--- config.mk ---
export PLATFORM = sky130hd
export DESIGN_NAME = wt_axi_txn_limiter
export DESIGN_NICKNAME = d
export VERILOG_FILES = /design/src/rtl/wt_axi_txn_limiter.sv
export SDC_FILE = /design/constraint.sdc
export NUM_CORES = 1
export LEC_CHECK = 0
export BUFFER_PORTS_ARGS = -buffer_cell sky130_fd_sc_hd__buf_4
export CORE_AREA = 8 8 286 288
export DETAILED_ROUTE_END_ITERATION = 8
export DIE_AREA = 0 0 294 296
export HOLD_SLACK_MARGIN = 0.15
export PLACE_DENSITY = 0.3
export SLEW_MARGIN = 30
export SYNTH_ARGS = -nofsm -noshare
export SYNTH_HDL_FRONTEND = slang
export SYNTH_SLANG_ARGS = --single-unit
--- constraint.sdc ---
create_clock -name clk_i -period 2.25 [get_ports clk_i]
set_input_delay 0.1125 -clock clk_i [delete_from_list [all_inputs] [get_ports clk_i]]
set_output_delay 0.1125 -clock clk_i [all_outputs]
set_load 0.02 [all_outputs]
--- src/rtl/wt_axi_txn_limiter.sv ---
// Outstanding-transaction limiter between the WT cache AXI master and the interconnect; all channels pass through
// combinationally, only AR/AW valid/ready are gated, and a held request stays pending upstream until admitted.
package ariane_axi;
   localparam int unsigned AddrWidth = 64;
   localparam int unsigned DataWidth = 64;
   localparam int unsigned IdWidth   = 4;
   localparam int unsigned UserWidth = 1;

   typedef struct packed {
      logic [IdWidth-1:0]     id;
      logic [AddrWidth-1:0]   addr;
      logic [7:0]             len;
      logic [2:0]             size;
      logic [1:0]             burst;
      logic                   lock;
      logic [3:0]             cache;
      logic [2:0]             prot;
      logic [3:0]             qos;
      logic [3:0]             region;
      logic [5:0]             atop;
      logic [UserWidth-1:0]   user;
   } aw_chan_t;

   typedef struct packed {
      logic [DataWidth-1:0]   data;
      logic [DataWidth/8-1:0] strb;
      logic                   last;
      logic [UserWidth-1:0]   user;
   } w_chan_t;

   typedef struct packed {
      logic [IdWidth-1:0]     id;
      logic [1:0]             resp;
      logic [UserWidth-1:0]   user;
   } b_chan_t;

   typedef struct packed {
      logic [IdWidth-1:0]     id;
      logic [AddrWidth-1:0]   addr;
      logic [7:0]             len;
      logic [2:0]             size;
      logic [1:0]             burst;
      logic                   lock;
      logic [3:0]             cache;
      logic [2:0]             prot;
      logic [3:0]             qos;
      logic [3:0]             region;
      logic [UserWidth-1:0]   user;
   } ar_chan_t;

   typedef struct packed {
      logic [IdWidth-1:0]     id;
      logic [DataWidth-1:0]   data;
      logic [1:0]             resp;
      logic                   last;
      logic [UserWidth-1:0]   user;
   } r_chan_t;

   typedef struct packed {
      aw_chan_t aw;
      logic     aw_valid;
      w_chan_t  w;
      logic     w_valid;
      logic     b_ready;
      ar_chan_t ar;
      logic     ar_valid;
      logic     r_ready;
   } req_t;

   typedef struct packed {
      logic     aw_ready;
      logic     ar_ready;
      logic     w_ready;
      logic     b_valid;
      b_chan_t  b;
      logic     r_valid;
      r_chan_t  r;
   } resp_t;
endpackage

module wt_axi_txn_limiter #(
   parameter int unsigned AxiAddrWidth = 64,
   parameter int unsigned AxiDataWidth = 64,
   parameter int unsigned AxiIdWidth   = 4,
   parameter int unsigned AxiUserWidth = 1,
   parameter type         axi_req_t    = ariane_axi::req_t,
   parameter type         axi_rsp_t    = ariane_axi::resp_t,
   parameter int unsigned MaxRdTxns    = 8,
   parameter int unsigned MaxWrTxns    = 8,
   localparam int unsigned RdCntW      = $clog2(MaxRdTxns + 1),
   localparam int unsigned WrCntW      = $clog2(MaxWrTxns + 1)
) (
   input  logic              clk_i,
   input  logic              rst_i,
   input  logic              drain_i,
   input  axi_req_t          slv_req_i,
   output axi_rsp_t          slv_resp_o,
   output axi_req_t          mst_req_o,
   input  axi_rsp_t          mst_resp_i,
   output logic [RdCntW-1:0] rd_cnt_o,
   output logic [WrCntW-1:0] wr_cnt_o,
   output logic              idle_o,
   output logic              stall_o,
   output logic              err_o
);

   if (AxiAddrWidth == 0 || AxiDataWidth < 8 || AxiIdWidth == 0 || AxiUserWidth == 0 ||
       MaxRdTxns == 0 || MaxRdTxns > 255 || MaxWrTxns == 0 || MaxWrTxns > 255) begin : g_bad_params
      $error("wt_axi_txn_limiter: parameter out of range");
   end

   localparam logic [RdCntW-1:0] RdMax = RdCntW'(MaxRdTxns);
   localparam logic [WrCntW-1:0] WrMax = WrCntW'(MaxWrTxns);

   logic [RdCntW-1:0] rd_cnt;
   logic [WrCntW-1:0] wr_cnt;
   logic              err;
   logic              ar_ok, aw_ok;
   logic              rd_inc, rd_dec, wr_inc, wr_dec;

   // Admission looks at the registered count only, so a freed slot is reusable one cycle later.
   assign ar_ok = ~drain_i & (rd_cnt < RdMax);
   assign aw_ok = ~drain_i & (wr_cnt < WrMax);

   always_comb begin
      mst_req_o           = slv_req_i;
      mst_req_o.ar_valid  = slv_req_i.ar_valid & ar_ok;
      mst_req_o.aw_valid  = slv_req_i.aw_valid & aw_ok;
      slv_resp_o          = mst_resp_i;
      slv_resp_o.ar_ready = mst_resp_i.ar_ready & ar_ok;
      slv_resp_o.aw_ready = mst_resp_i.aw_ready & aw_ok;
   end

   assign rd_inc = mst_req_o.ar_valid & mst_resp_i.ar_ready;
   assign rd_dec = mst_resp_i.r_valid & slv_req_i.r_ready & mst_resp_i.r.last;
   assign wr_inc = mst_req_o.aw_valid & mst_resp_i.aw_ready;
   assign wr_dec = mst_resp_i.b_valid & slv_req_i.b_ready;

   always_ff @(posedge clk_i or posedge rst_i) begin
      if (rst_i) begin
         rd_cnt <= '0;
         wr_cnt <= '0;
         err    <= 1'b0;
      end else begin
         if (rd_inc && !rd_dec) begin
            rd_cnt <= rd_cnt + 1'b1;
         end else if (rd_dec && !rd_inc) begin
            if (rd_cnt == '0) err <= 1'b1;
            else              rd_cnt <= rd_cnt - 1'b1;
         end
         if (wr_inc && !wr_dec) begin
            wr_cnt <= wr_cnt + 1'b1;
         end else if (wr_dec && !wr_inc) begin
            if (wr_cnt == '0) err <= 1'b1;
            else              wr_cnt <= wr_cnt - 1'b1;
         end
      end
   end

   assign rd_cnt_o = rd_cnt;
   assign wr_cnt_o = wr_cnt;
   assign idle_o   = (rd_cnt == '0) & (wr_cnt == '0);
   assign stall_o  = (slv_req_i.ar_valid & ~ar_ok) | (slv_req_i.aw_valid & ~aw_ok);
   assign err_o    = err;

endmodule

==> metrics.cfg, run 1 <==
[status]
status = complete, no violations

[cts]
cts-root-buf = clkbuf_16
clk_pin_slew_worst_paths_ns = 0.04
cts_sinks = 9
cts_buffers = 3
clk_path_buf_depth = 2
worstSkewPairLatency_ns = 0.24
cts_tree = yes
cts_setup_buffers = 0
htree_num_levels = 1

[sta]
hold_viol_final = 0
whs_ns = 0.225
fmax_mhz = 478
period_needed_ns = 2.09
finClkSkew_ns = 0.000378
tightest_slew_ns = 0.424
slew_headroom = 0.717
drv_slew = 0
fin_crit_sh = 0.929
setup_viol = 0

[die]
core_um2 = 77000
io_pins = 744
die_w_um = 294
rows = 102
die-area_um2 = 87000
floorplan.initialDensity = 0.0443
dieHeight_um = 296

[logic_synthesis]
yosys-top-cells-count = buf_4, dfrtp_1, ha_1
ys_seq_area_frac = 0.0661
syn_inst = 434
synth_top_family_by_area = buffers and inverters
syn-cell-area_um2 = 3410
synth_top_area_frac = 0.795
synth-compound-area-share = 0.0224
synth-xor-area-share = 0.0128
synth_ff_type = dfrtp_1
ys_seq_elements = 9
yosysMostFrequentCell = buf_4
yosys.area_share.simple = 0.0415
synthMuxAreaShare = 0.0136
synth-warning-count = 0
yosysTopAreaCell = buf_4
syn-num-nets = 812
yosys.cell_types.count = 29
synth_area_per_cell_um2 = 7.86
synth_edf_count = 0
synth_area_leaders = buf_4, dfrtp_1, ha_1, fa_1, inv_1
synthArstFlopShare = 1.00
synth_fa_ha_area_frac = 0.0411

[global_route]
antenna_found_initial = 2
track_usage = 0.0288
grt_pass1_wl_mm = 16.3
grt_max_degree = 10
grt_pass1_vias = 1463
overflow = 0

[worst_setup_path]
critPathKind = flop to flop
end_kind = flop
crit_path_start_kind = flop
cp.arrival_ns = 2.21
required_ns = 2.37
cp_max_fo = 4

[detailed_routing]
dr_total_vias = 1270
drtIter0Drc = 37
wl_per_cell_um = 12.2
routed_wl_mm = 14.1
ant_nets = 0
via_per_inst = 1.10
drc = 0
drt_first_pass_iters = 2

[layout]
seqCellArea_um2 = 226
finalNetCount = 493
fillers = 9174
fin_area_um2 = 2390
syn_to_final_growth_pct = -29.9
final_util = 0.0311
drive_above_1_share = 0.456
multiInputGateArea_um2 = 477
n_antenna_cell = 0
stdcell_count = 1154

[power_and_ir_drop]
switching_share = 0.435
p_seq_frac = 0.222
power.leakage_nw = 0.562
powerDensity_nw_per_um2 = 662
clockPowerShare = 0.203
share_comb_of_total_power = 0.575
vdd_drop_max_v = 0.000233
intPower_mw = 0.893
power_switching_mw = 0.688

[placement]
dp_hpwl_mm = 11.7
dp.cells = 1149
gp_congestion = 0.600
port_buffers = 31
placed_area_um2 = 2280

[worst_hold_path]
hold_class = input pin to primary output

[flow_run]
maxCapViolCount = 0

==> cell families (layout without fill, tap and decap cells) <==
logic type	after synthesis	in the layout
AO/OA/AOI/OAI	11	11
XOR/XNOR	5	5
adder cells (fa/ha/maj)	10	10
buffers and inverters	368	48
flip-flops	9	9
multiplexers	4	4
AND/OR/NAND/NOR	27	27
==> cell type report <==
class	instances	share of cell area
Tap cell	1040	0.545
Timing Repair Buffer	37	0.117
Inverter	7	0.0110
Sequential cell	9	0.0948
Clock buffer	4	0.0330
Multi-Input combinational cell	57	0.199
==> through the flow <==
stage / setup TNS, ns / worst slack (ns) / total power [mW]
4_1_cts: 0 / 0.0702 / 1.59
6_report: 0 / 0.160 / 1.58
5_1_grt: -0.00957 / -0.00957 / 1.73
3_5_place_dp: 0 / 0.0867 / 1.26
2_1_floorplan: 0 / 0.00891 / 1.77
3_3_place_gp: 0 / 0.127 / 1.25
==> worst paths after layout <==
check                          startpoint        endpoint  slack (ns)  cells after the start
setup / recovery              wr_cnt_o[3]     wr_cnt_o[3]        0.16                     11
hold / removal             slv_req_i[184]  mst_req_o[184]        0.23                      0
setup reg to reg              wr_cnt_o[3]     wr_cnt_o[3]        0.16                     11
hold reg to reg                     err_o           err_o        0.47                      1
max in group asynchronous           rst_i     wr_cnt_o[3]        1.49                      3
min in group asynchronous           rst_i     rd_cnt_o[3]        0.44                      3
==> worst max-delay path, cell delays in order (launching register included) <==
cell	delay, ns
dfrtp_2	0.40
nor2_2	0.09
and2_4	0.14
nand2_1	0.07
inv_1	0.06
ha_2	0.18
inv_2	0.06
ha_1	0.27
a21o_1	0.19
a21oi_2	0.18
mux2i_1	0.10
a22o_1	0.23
==> cell usage in the layout, fill, tap and decap left out, types with 2 or more instances in the layout <==
| master | count |
|---|---|
| xnor2_1 | 3 |
| and2_1 | 2 |
| dfrtp_1 | 8 |
| nand3_1 | 2 |
| o31ai_1 | 2 |
| nor2_1 | 6 |
| buf_4 | 36 |
| a21oi_2 | 2 |
| ha_1 | 6 |
| nand2_1 | 7 |
| clkbuf_16 | 3 |
| nor3b_1 | 2 |
| mux2i_1 | 2 |
| inv_1 | 6 |
| nor2_2 | 2 |
| fa_1 | 2 |
| xor2_1 | 2 |
==> layer usage <==
layer | wire (um) | GRT usage
met3 | 3890 | 0.0343
met5 | 201 | 0.0266
met1 | 2870 | 0.0173
met2 | 4600 | 0.0309
met4 | 2520 | 0.0471
==> flip-flops by register name, summed over array words and instances (netlist names) <==
signal / cells
err_o: 1
rd_cnt_o: 4
wr_cnt_o: 4
==> repair_timing <==
item	in CTS	in global routing
hold endpoints to repair	9	0
resized for setup	0	5
endpoints found under the setup margin	0	2
hold buffers	1	0
==> power groups by stage <==
stage,clock network [mW],logic (mW),registers [mW]
after floorplan,0,1.33,0.440
after global placement,0,0.899,0.354
after detailed placement,0,0.904,0.351
after CTS,0.328,0.910,0.350
after global routing,0.340,1.02,0.371
final,0.321,0.909,0.351
Power figures use the tool's default switching activity.
==> run 2, diff against run 1 <==
Settings changed: CORE_AREA 8 8 286 288 to 8 8 279 281, DIE_AREA 0 0 294 296 to 0 0 287 289.
Clock period 2.25 ns to 2.7 ns, I/O delays scaled along.
==> run 2 against run 1 <==
Effect of this change:
- fmax is 7.9% lower
- clock-buffer cell count stayed put
- wire length rose by 8.2%
- global-route usage up 0.57 points
- cell count down 6.4%
- via count fell by 0.79%
- critical path type unchanged
- largest power group unchanged
- highest routed layer unchanged
==> metrics.cfg, run 2 (synthesized netlist as in run 1, its figures left out) <==
[status]
status = complete, no violations

[die]
die_w_um = 287  ; -2.4%
rows = 100  ; -2.0%
floorplan.initialDensity = 0.0463  ; +0.00204
dieHeight_um = 289  ; -2.4%
core_um2 = 73600  ; -4.4%
io_pins = 744  ; unchanged
die-area_um2 = 82900  ; -4.7%

[flow_run]
maxCapViolCount = 0  ; unchanged

[sta]
period_needed_ns = 2.27  ; +0.179 ns
drv_slew = 0  ; unchanged
fmax_mhz = 441  ; -7.9%
rsz0062_at_grt = no
finClkSkew_ns = 0.00208  ; +0.00170 ns
finalSetupTns_ns = 0  ; unchanged
fin_crit_sh = 0.840  ; -0.0884
tightest_slew_ns = 0.485  ; +0.0603 ns
hold_viol_final = 0  ; unchanged
slew_headroom = 0.677  ; -0.0403
whs_ns = 0.270  ; +0.0450 ns
setup_slack_ns = 0.431  ; +0.271 ns
setup_viol = 0  ; unchanged

[power_and_ir_drop]
intPower_mw = 0.707  ; -21%
total_power_mw = 1.30  ; -17%
powerDensity_nw_per_um2 = 582  ; -12%
vdd_drop_max_v = 0.000223  ; -4.5%
share_comb_of_total_power = 0.564  ; -0.011
power.leakage_nw = 0.541  ; -3.8%
clockPowerShare = 0.208  ; +0.005
p_seq_frac = 0.228  ; +0.006
switching_share = 0.458  ; +0.0231
power_switching_mw = 0.598  ; -13%

[worst_setup_path]
reg2reg_from = wr_cnt_o[3]
end_kind = flop
cp.arrival_ns = 2.40  ; +0.19 ns
required_ns = 2.83  ; +0.46 ns
crit_end = wr_cnt_o[3]
rr_worst_depth = 11  ; unchanged
r2r_end = wr_cnt_o[3]
critPathKind = flop to flop
cp_max_fo = 6  ; +2
startpoint = wr_cnt_o[3]
regToRegSetupSlack_ns = 0.43  ; +0.27 ns
crit_path_start_kind = flop

[cts]
worstSkewPairLatency_ns = 0.24  ; about the same
htree_num_levels = 1  ; unchanged
cts_sinks = 9  ; unchanged
cts-root-buf = clkbuf_16
cts_tree = yes
clk_pin_slew_worst_paths_ns = 0.04  ; about the same
cts.repair.resized = 0  ; unchanged
clk_path_buf_depth = 2  ; unchanged
cts_buffers = 3  ; unchanged

[global_route]
grt_pass1_wl_mm = 17.6  ; +7.9%
overflow = 0  ; unchanged
antenna_found_initial = 2  ; unchanged
grt_max_degree = 10  ; unchanged
track_usage = 0.0345  ; +0.00571
grt_pass1_vias = 1454  ; -0.62%

[detailed_routing]
drc = 0  ; unchanged
via_per_inst = 1.17  ; +6.0%
routed_wl_mm = 15.2  ; +8.2%
dr_total_vias = 1260  ; -0.79%
ant_nets = 0  ; unchanged
drt_first_pass_iters = 3  ; +1
wl_per_cell_um = 14.1  ; +16%
drtIter0Drc = 58  ; +57%

[worst_hold_path]
hold_class = input pin to primary output

[layout]
final_cell_mix = buf_4, dfrtp_1, ha_1
stdcell_count = 1080  ; -6.4%
syn_to_final_growth_pct = -34.2
drive_above_1_share = 0.355  ; -0.102
final_common_cell = buf_4
finalNetCount = 489  ; -0.81%

[placement]
dp.cells = 1074  ; -6.5%
dp_hpwl_mm = 13.1  ; +12%
gp_congestion = 0.528  ; -12%
port_buffers = 31  ; unchanged
dpl_worst_slack_ns = 0.448  ; +0.361 ns

-- run 2: how the worst min path moves through the flow --
stage	startpoint	end	slack (ns)	depth (start not counted)
after global placement	rst_i	rd_cnt_o[0]	0.20	2
after CTS	slv_req_i[101]	mst_req_o[101]	0.27	0
after detailed placement	rst_i	rd_cnt_o[0]	0.20	2
after global routing	slv_req_i[138]	mst_req_o[138]	0.27	0
after floorplan	rst_i	err_o	-0.04	1
final	slv_req_i[126]	mst_req_o[126]	0.27	0
-- run 2: layer usage --
metal | global-route usage | up-vias | part of all wire
met5 | 0 | - | 0.00059
met4 | 0.0708 | 2 | 0.23
met3 | 0.0408 | 201 | 0.26
met2 | 0.0396 | 302 | 0.34
met1 | 0.0160 | 427 | 0.17
li1 | - | 328 | -
-- run 2: layout make-up --
type                            count  area, um2
Inverter                            7       26.3
Tap cell                          969       1210
Sequential cell                     9        225
Fill cell                        8814      71300
Timing Repair Buffer               33        250
Multi-Input combinational cell     57        448
Clock buffer                        4       78.8
Antenna cell                        1       2.50
-- run 2: through the flow --
stage,cell area [um2],util
2_1_floorplan,3410,-
3_3_place_gp,2150,0.0293
3_5_place_dp,2150,0.0293
4_1_cts,2240,0.0305
5_1_grt,2240,0.0305
6_report,2240,0.0305
-- run 2: worst max-delay path, cell delays in order (launching register included) --
cell and delay, ns:
dfrtp_1 0.37, nor2_1 0.11, and2_1 0.16, nand2_1 0.08, inv_1 0.06, ha_1 0.19
inv_1 0.12, ha_1 0.29, a21o_1 0.18, a21oi_1 0.26, mux2i_1 0.12, a22o_1 0.23
-- run 2: timing repair --
action,CTS,global route
setup buffers,0,0
hold endpoints to repair,9,0
endpoints found under the setup margin,0,0
hold buffers,1,0
-- run 2: power groups by stage --
stage                     Clock, mW  Combinational (mW)  Sequential, mW
after floorplan                   0                1.09           0.365
after global placement            0               0.787           0.302
after detailed placement          0               0.780           0.304
after CTS                     0.285               0.790           0.303
after global routing          0.289               0.832           0.316
final                         0.271               0.735           0.298
